==> src/rtl/wb_commit_log_pkg.sv <==
// Shared types and constants for the writeback commit trace log.
package wb_commit_log_pkg;

   // Widest sequence number a record can carry; narrower SEQ_W settings
   // zero-extend into this field.
   localparam int unsigned SEQ_W_MAX = 16;

   localparam logic [4:0] REG_X0 = 5'd0;

   typedef struct packed {
      logic [SEQ_W_MAX-1:0] seq;
      logic [4:0]           addr;
      logic [31:0]          data;
   } commit_rec_s;

endpackage

==> src/rtl/wb_commit_log_fifo.sv <==
// Synchronous FIFO of commit records with an explicit occupancy counter.
module commit_fifo
   import wb_commit_log_pkg::*;
#(
   parameter int unsigned DEPTH = 8
) (
   input  logic                       clk,
   input  logic                       reset,
   input  logic                       push,
   input  logic                       pop,
   input  commit_rec_s                din,
   output commit_rec_s                dout,
   output logic [$clog2(DEPTH):0]     level,
   output logic                       full,
   output logic                       empty
);

   localparam int unsigned AW = $clog2(DEPTH);
   localparam int unsigned LW = AW + 1;

   logic [AW-1:0] rd_ptr_q, rd_ptr_d;
   logic [AW-1:0] wr_ptr_q, wr_ptr_d;
   logic [LW-1:0] level_q, level_d;
   commit_rec_s   mem_q [DEPTH];

   logic do_pop;
   logic do_push;

   assign full   = (level_q == LW'(DEPTH));
   assign empty  = (level_q == '0);
   assign level  = level_q;
   assign dout   = mem_q[rd_ptr_q];

   // A push into a full FIFO is only legal when the head leaves on the same edge.
   assign do_pop  = pop && !empty;
   assign do_push = push && (!full || do_pop);

   // Next-state for pointers and occupancy.
   always_comb begin
      rd_ptr_d = rd_ptr_q;
      wr_ptr_d = wr_ptr_q;
      level_d  = level_q;
      if (do_push) wr_ptr_d = wr_ptr_q + AW'(1);
      if (do_pop)  rd_ptr_d = rd_ptr_q + AW'(1);
      if (do_push && !do_pop)      level_d = level_q + LW'(1);
      else if (do_pop && !do_push) level_d = level_q - LW'(1);
   end

   // Pointer and occupancy registers.
   always_ff @(posedge clk or negedge reset) begin
      if (!reset) begin
         rd_ptr_q <= '0;
         wr_ptr_q <= '0;
         level_q  <= '0;
      end else begin
         rd_ptr_q <= rd_ptr_d;
         wr_ptr_q <= wr_ptr_d;
         level_q  <= level_d;
      end
   end

   // Storage array; contents are meaningless until covered by level.
   always_ff @(posedge clk) begin
      if (do_push) mem_q[wr_ptr_q] <= din;
   end

endmodule

==> src/rtl/wb_commit_log.sv <==
// Retirement trace buffer: sequences register-file commits and queues them
// for a valid/ready trace sink without ever stalling the pipeline.
module wb_commit_log
   import wb_commit_log_pkg::*;
#(
   parameter int unsigned DEPTH   = 8,
   parameter int unsigned SEQ_W   = 16,
   parameter int unsigned DROP_X0 = 1,
   parameter int unsigned CNT_W   = 8
) (
   input  logic                    clk,
   input  logic                    reset,
   input  logic                    wb_e,
   input  logic [4:0]              wb_a,
   input  logic [31:0]             wb_d,
   output logic                    out_valid,
   input  logic                    out_ready,
   output logic [SEQ_W-1:0]        out_seq,
   output logic [4:0]              out_addr,
   output logic [31:0]             out_data,
   output logic [$clog2(DEPTH):0]  level,
   output logic [CNT_W-1:0]        drop_cnt,
   output logic                    overflow
);

   logic [SEQ_W-1:0] seq_q, seq_d;
   logic [CNT_W-1:0] drop_cnt_q, drop_cnt_d;
   logic             overflow_q, overflow_d;

   logic        commit;
   logic        fire;
   logic        drop;
   logic        fifo_full;
   logic        fifo_empty;
   commit_rec_s rec_in;
   commit_rec_s rec_out;

   assign commit = wb_e && !((DROP_X0 != 0) && (wb_a == REG_X0));
   assign fire   = out_valid && out_ready;
   assign drop   = commit && fifo_full && !fire;

   // Record for the current commit; seq is zero-extended into the shared field.
   always_comb begin
      rec_in      = '0;
      rec_in.seq  = SEQ_W_MAX'(seq_q);
      rec_in.addr = wb_a;
      rec_in.data = wb_d;
   end

   commit_fifo #(
      .DEPTH (DEPTH)
   ) u_fifo (
      .clk   (clk),
      .reset (reset),
      .push  (commit),
      .pop   (fire),
      .din   (rec_in),
      .dout  (rec_out),
      .level (level),
      .full  (fifo_full),
      .empty (fifo_empty)
   );

   // Head fields are forced to zero while nothing is queued.
   always_comb begin
      out_valid = !fifo_empty;
      out_seq   = '0;
      out_addr  = '0;
      out_data  = '0;
      if (out_valid) begin
         out_seq  = rec_out.seq[SEQ_W-1:0];
         out_addr = rec_out.addr;
         out_data = rec_out.data;
      end
   end

   // Sequence, drop counter and sticky overflow next-state; dropped commits
   // still consume a sequence number so the sink can see the gap.
   always_comb begin
      seq_d      = seq_q;
      drop_cnt_d = drop_cnt_q;
      overflow_d = overflow_q;
      if (commit) seq_d = seq_q + SEQ_W'(1);
      if (drop) begin
         overflow_d = 1'b1;
         if (drop_cnt_q != '1) drop_cnt_d = drop_cnt_q + CNT_W'(1);
      end
   end

   // Counter and flag registers.
   always_ff @(posedge clk or negedge reset) begin
      if (!reset) begin
         seq_q      <= '0;
         drop_cnt_q <= '0;
         overflow_q <= 1'b0;
      end else begin
         seq_q      <= seq_d;
         drop_cnt_q <= drop_cnt_d;
         overflow_q <= overflow_d;
      end
   end

   assign drop_cnt = drop_cnt_q;
   assign overflow = overflow_q;

endmodule

==> config.mk <==
export PLATFORM = sky130hd
export DESIGN_NAME = wb_commit_log
export DESIGN_NICKNAME = d
export VERILOG_FILES = /design/src/rtl/wb_commit_log_pkg.sv /design/src/rtl/wb_commit_log_fifo.sv /design/src/rtl/wb_commit_log.sv
export SDC_FILE = /design/constraint.sdc
export NUM_CORES = 1
export LEC_CHECK = 0
export CAP_MARGIN = 20
export CORE_UTILIZATION = 64
export CTS_CLUSTER_SIZE = 28
export DETAILED_ROUTE_END_ITERATION = 8
export GPL_ROUTABILITY_DRIVEN = 0
export GPL_TIMING_DRIVEN = 0
export PLACE_DENSITY = 0.9
export SLEW_MARGIN = 20
export SYNTH_ARGS = -nofsm -noshare
export SYNTH_HDL_FRONTEND = slang
export SYNTH_SLANG_ARGS = --single-unit
==> constraint.sdc <==
create_clock -name clk -period 12.3 [get_ports clk]
set_input_delay 2.46 -clock clk [delete_from_list [all_inputs] [get_ports clk]]
set_output_delay 2.46 -clock clk [all_outputs]
set_load 0.02 [all_outputs]
==> impl_metrics.ini <==
[layout]
syn2layout_area_growth_pct = 19.96
layout.nets = 1076
fill_cells = 1219
multiInputGateArea_um2 = 4048
layout_common_cells = edfxtp_1 (424), mux4_2 (106), clkdlybuf4s50_1 (106)
drive_above_1_share_pct = 22.04
seq_area_um2 = 13610
layout_commonest_cell = edfxtp_1

[detailed_routing]
via_per_inst = 6.815
routedWlPerCell_um = 32.25
vias = 9766
drc = 0
final_antenna_net_count = 0
finalWirelength_mm = 46.22
dr.first_iter.drc_count = 1501
dr.pass1.iters = 6

[timing]
slew_headroom_pct = 23.93
slew_violations = 0
hold_viol_final = 0
period_share_pct = 50.97
period_minus_slack_ps = 6269
setup_viol = 0
hold-worst-slack_ps = 469.8
rsz0062_at_grt = false
fin_skew_ps = 26.05
final.setup.tns_ps = 0
worstMarginPinSlew_ps = 1137
max_freq_ghz = 0.1595

[die]
fp-row-count = 60
start_util_pct = 65.63
die_y_um = 168.7
core-area_um2 = 27100
die-area_um2 = 28460
num_io_pins = 108
dieWidth_um = 168.7

[hold_path]
worstHoldPathCells = 1
hold_path_end = overflow$_DFFE_PN0P_
min_from = overflow$_DFFE_PN0P_
hold_path_class = flip-flop to flip-flop

[setup_path]
worstPathArrival_ps = 3810
critPathLaunch = u_fifo.rd_ptr_q[1]$_DFFE_PN0P_
worstSetupPathType = flip-flop to output port
critPathLaunchType = flip-flop
worstReg2RegEnd = u_fifo.level[3]$_DFFE_PN0P_
r2r_start = u_fifo.level[0]$_DFFE_PN0P_
end_kind = output port
ff2ff_path_depth = 10
crit_path_max_fanout = 10
reg2reg_slack_ps = 8460
cp.required_ps = 9840

[cts]
cts_setup_buffers = 0
ctsHoldBuffers = 0
cts_buffers = 45
clk_pin_slew_ps = 60
cts_resized = 0
cts.sinks = 459
cts_max_level = 2
cts-root-buf = clkbuf_16
clockBufferDepth = 3
cts_tree = yes
clk_latency_ps = 560

[grt]
antenna_found_initial = 3
grt_pass1_vias = 10090
grt_pass1_wl_mm = 65.89
gr-total-overflow = 0
grt_use_total_pct = 33.08
grt_max_degree = 23

[outcome]
status = finished clean

[pwr]
leakagePower_nw = 7.207
pwr-share-comb_pct = 37.4
power.switching_w = 0.001836
p_int_w = 0.003593
peakVddDrop_v = 0.0001468
pwr-share-clk_pct = 23.6
pwr-share-seq_pct = 39.0
p_per_area_nw_per_um2 = 254.5
switching_share_pct = 33.82
power_w = 0.005429

[synth]
yosysWarnings = 0
syn_inst = 839
ys_async_sr_fraction_pct = 7.625
seq_area_frac_synth_pct = 76.51
synth-edff-count = 424
synth-seq-cells = 459
synth.avg_cell_area_um2 = 21.20
syn_nets = 888
netlist_area_um2 = 17790
synth_flop_cell = edfxtp_1
ys_types = 38

[placement]
portBuffers = 107
dp_hpwl_mm = 25.45

[flow_run]
cap_violations = 0
==> metrics by stage <==
stage               utilization [%]  instances  instance area, um^2  setup WS (ps)
floorplan                         -        839                17790           4946
global placement              71.30       1318                19320          449.3
detailed placement            73.79       1352                20000           6180
CTS                           78.69       1429                21330           6083
global route                  78.71       1431                21330           6013
finish                        78.73       1433                21340           6031
==> layer usage <==
| layer | part of all wire [%] | GRT usage [%] | vias to the layer above |
|---|---|---|---|
| met5 | 0.026 | 0 | - |
| met4 | 4.0 | 13.91 | 2 |
| met3 | 10 | 6.430 | 144 |
| met2 | 51 | 56.34 | 790 |
| met1 | 35 | 42.22 | 5031 |
| li1 | - | - | 3799 |
==> critical path, stage by stage, from the launching register on <==
cell and delay [ps]:
dfrtp_1 360, buf_2 240, clkbuf_1 670, clkbuf_1 660
mux4_2 370, mux2i_1 80, nor2_1 220, clkdlybuf4s50_1 670
==> worst max path at each step <==
stage / to / slack, ps / cells after the start
6_report: out_data[28] / 6030 / 7
5_1_grt: out_data[28] / 6010 / 7
4_1_cts: out_data[29] / 6080 / 7
3_5_place_dp: u_fifo.mem_q[1][11]$_DFFE_PP_ / 6180 / 8
3_3_place_gp: u_fifo.mem_q[1][22]$_DFFE_PP_ / 450 / 5
2_1_floorplan: u_fifo.mem_q[0][0]$_DFFE_PP_ / 4950 / 4
==> power groups by stage <==
stage	combinational, W	clock [W]	sequential (W)
finish	0.00203	0.00128	0.00212
global placement	0.00179	0	0.00213
global route	0.00211	0.00133	0.00213
CTS	0.00203	0.00128	0.00211
detailed placement	0.00194	0	0.00212
floorplan	0.00114	0	0.00211
==> sequential cells by signal (all words and copies together), names as in the netlist <==
| signal | cells |
|---|---|
| u_fifo.wr_ptr_q | 3 |
| u_fifo.level | 4 |
| drop_cnt | 8 |
| seq_q | 16 |
| u_fifo.rd_ptr_q | 3 |
| u_fifo.mem_q | 424 |
| overflow | 1 |
==> kinds of logic (layout without fill, tap and decap cells) <==
group	count (synthesis)	in the layout	share of synthesized area, %
buf+inv	43	261	1.048
simple gates	125	125	3.327
fa+ha+maj	8	8	0.6049
mux	164	164	16.71
flops	459	459	76.51
other cells	0	4	0
xor+xnor	26	26	1.280
compound gates	14	14	0.5205
==> cell usage after synthesis (all sizes together), types with 5 or more instances <==
master | count | area [um^2]
xnor2 | 12 | 105.1
ha | 7 | 87.58
buf | 19 | 96.34
nor3 | 12 | 71.32
mux2i | 54 | 540.5
nor2 | 68 | 255.2
mux4 | 106 | 2387
edfxtp | 424 | 12730
dfrtp | 35 | 875.8
xor2 | 14 | 122.6
nand4 | 5 | 31.28
inv | 5 | 18.76
clkbuf | 19 | 71.32
nand3 | 11 | 55.05
nand2 | 14 | 52.55
==> layout make-up <==
cell class / count / area share [%]
flip-flops and latches: 459 / 63.78
multi-input cells: 337 / 18.97
repair buffers: 141 / 7.917
clock buffers: 54 / 5.577
well taps: 372 / 2.181
plain buffers: 38 / 0.7858
clock inverters: 23 / 0.6568
inverters: 5 / 0.08796
diodes: 4 / 0.04691
No activity file was read; power rests on OpenSTA's default activity.
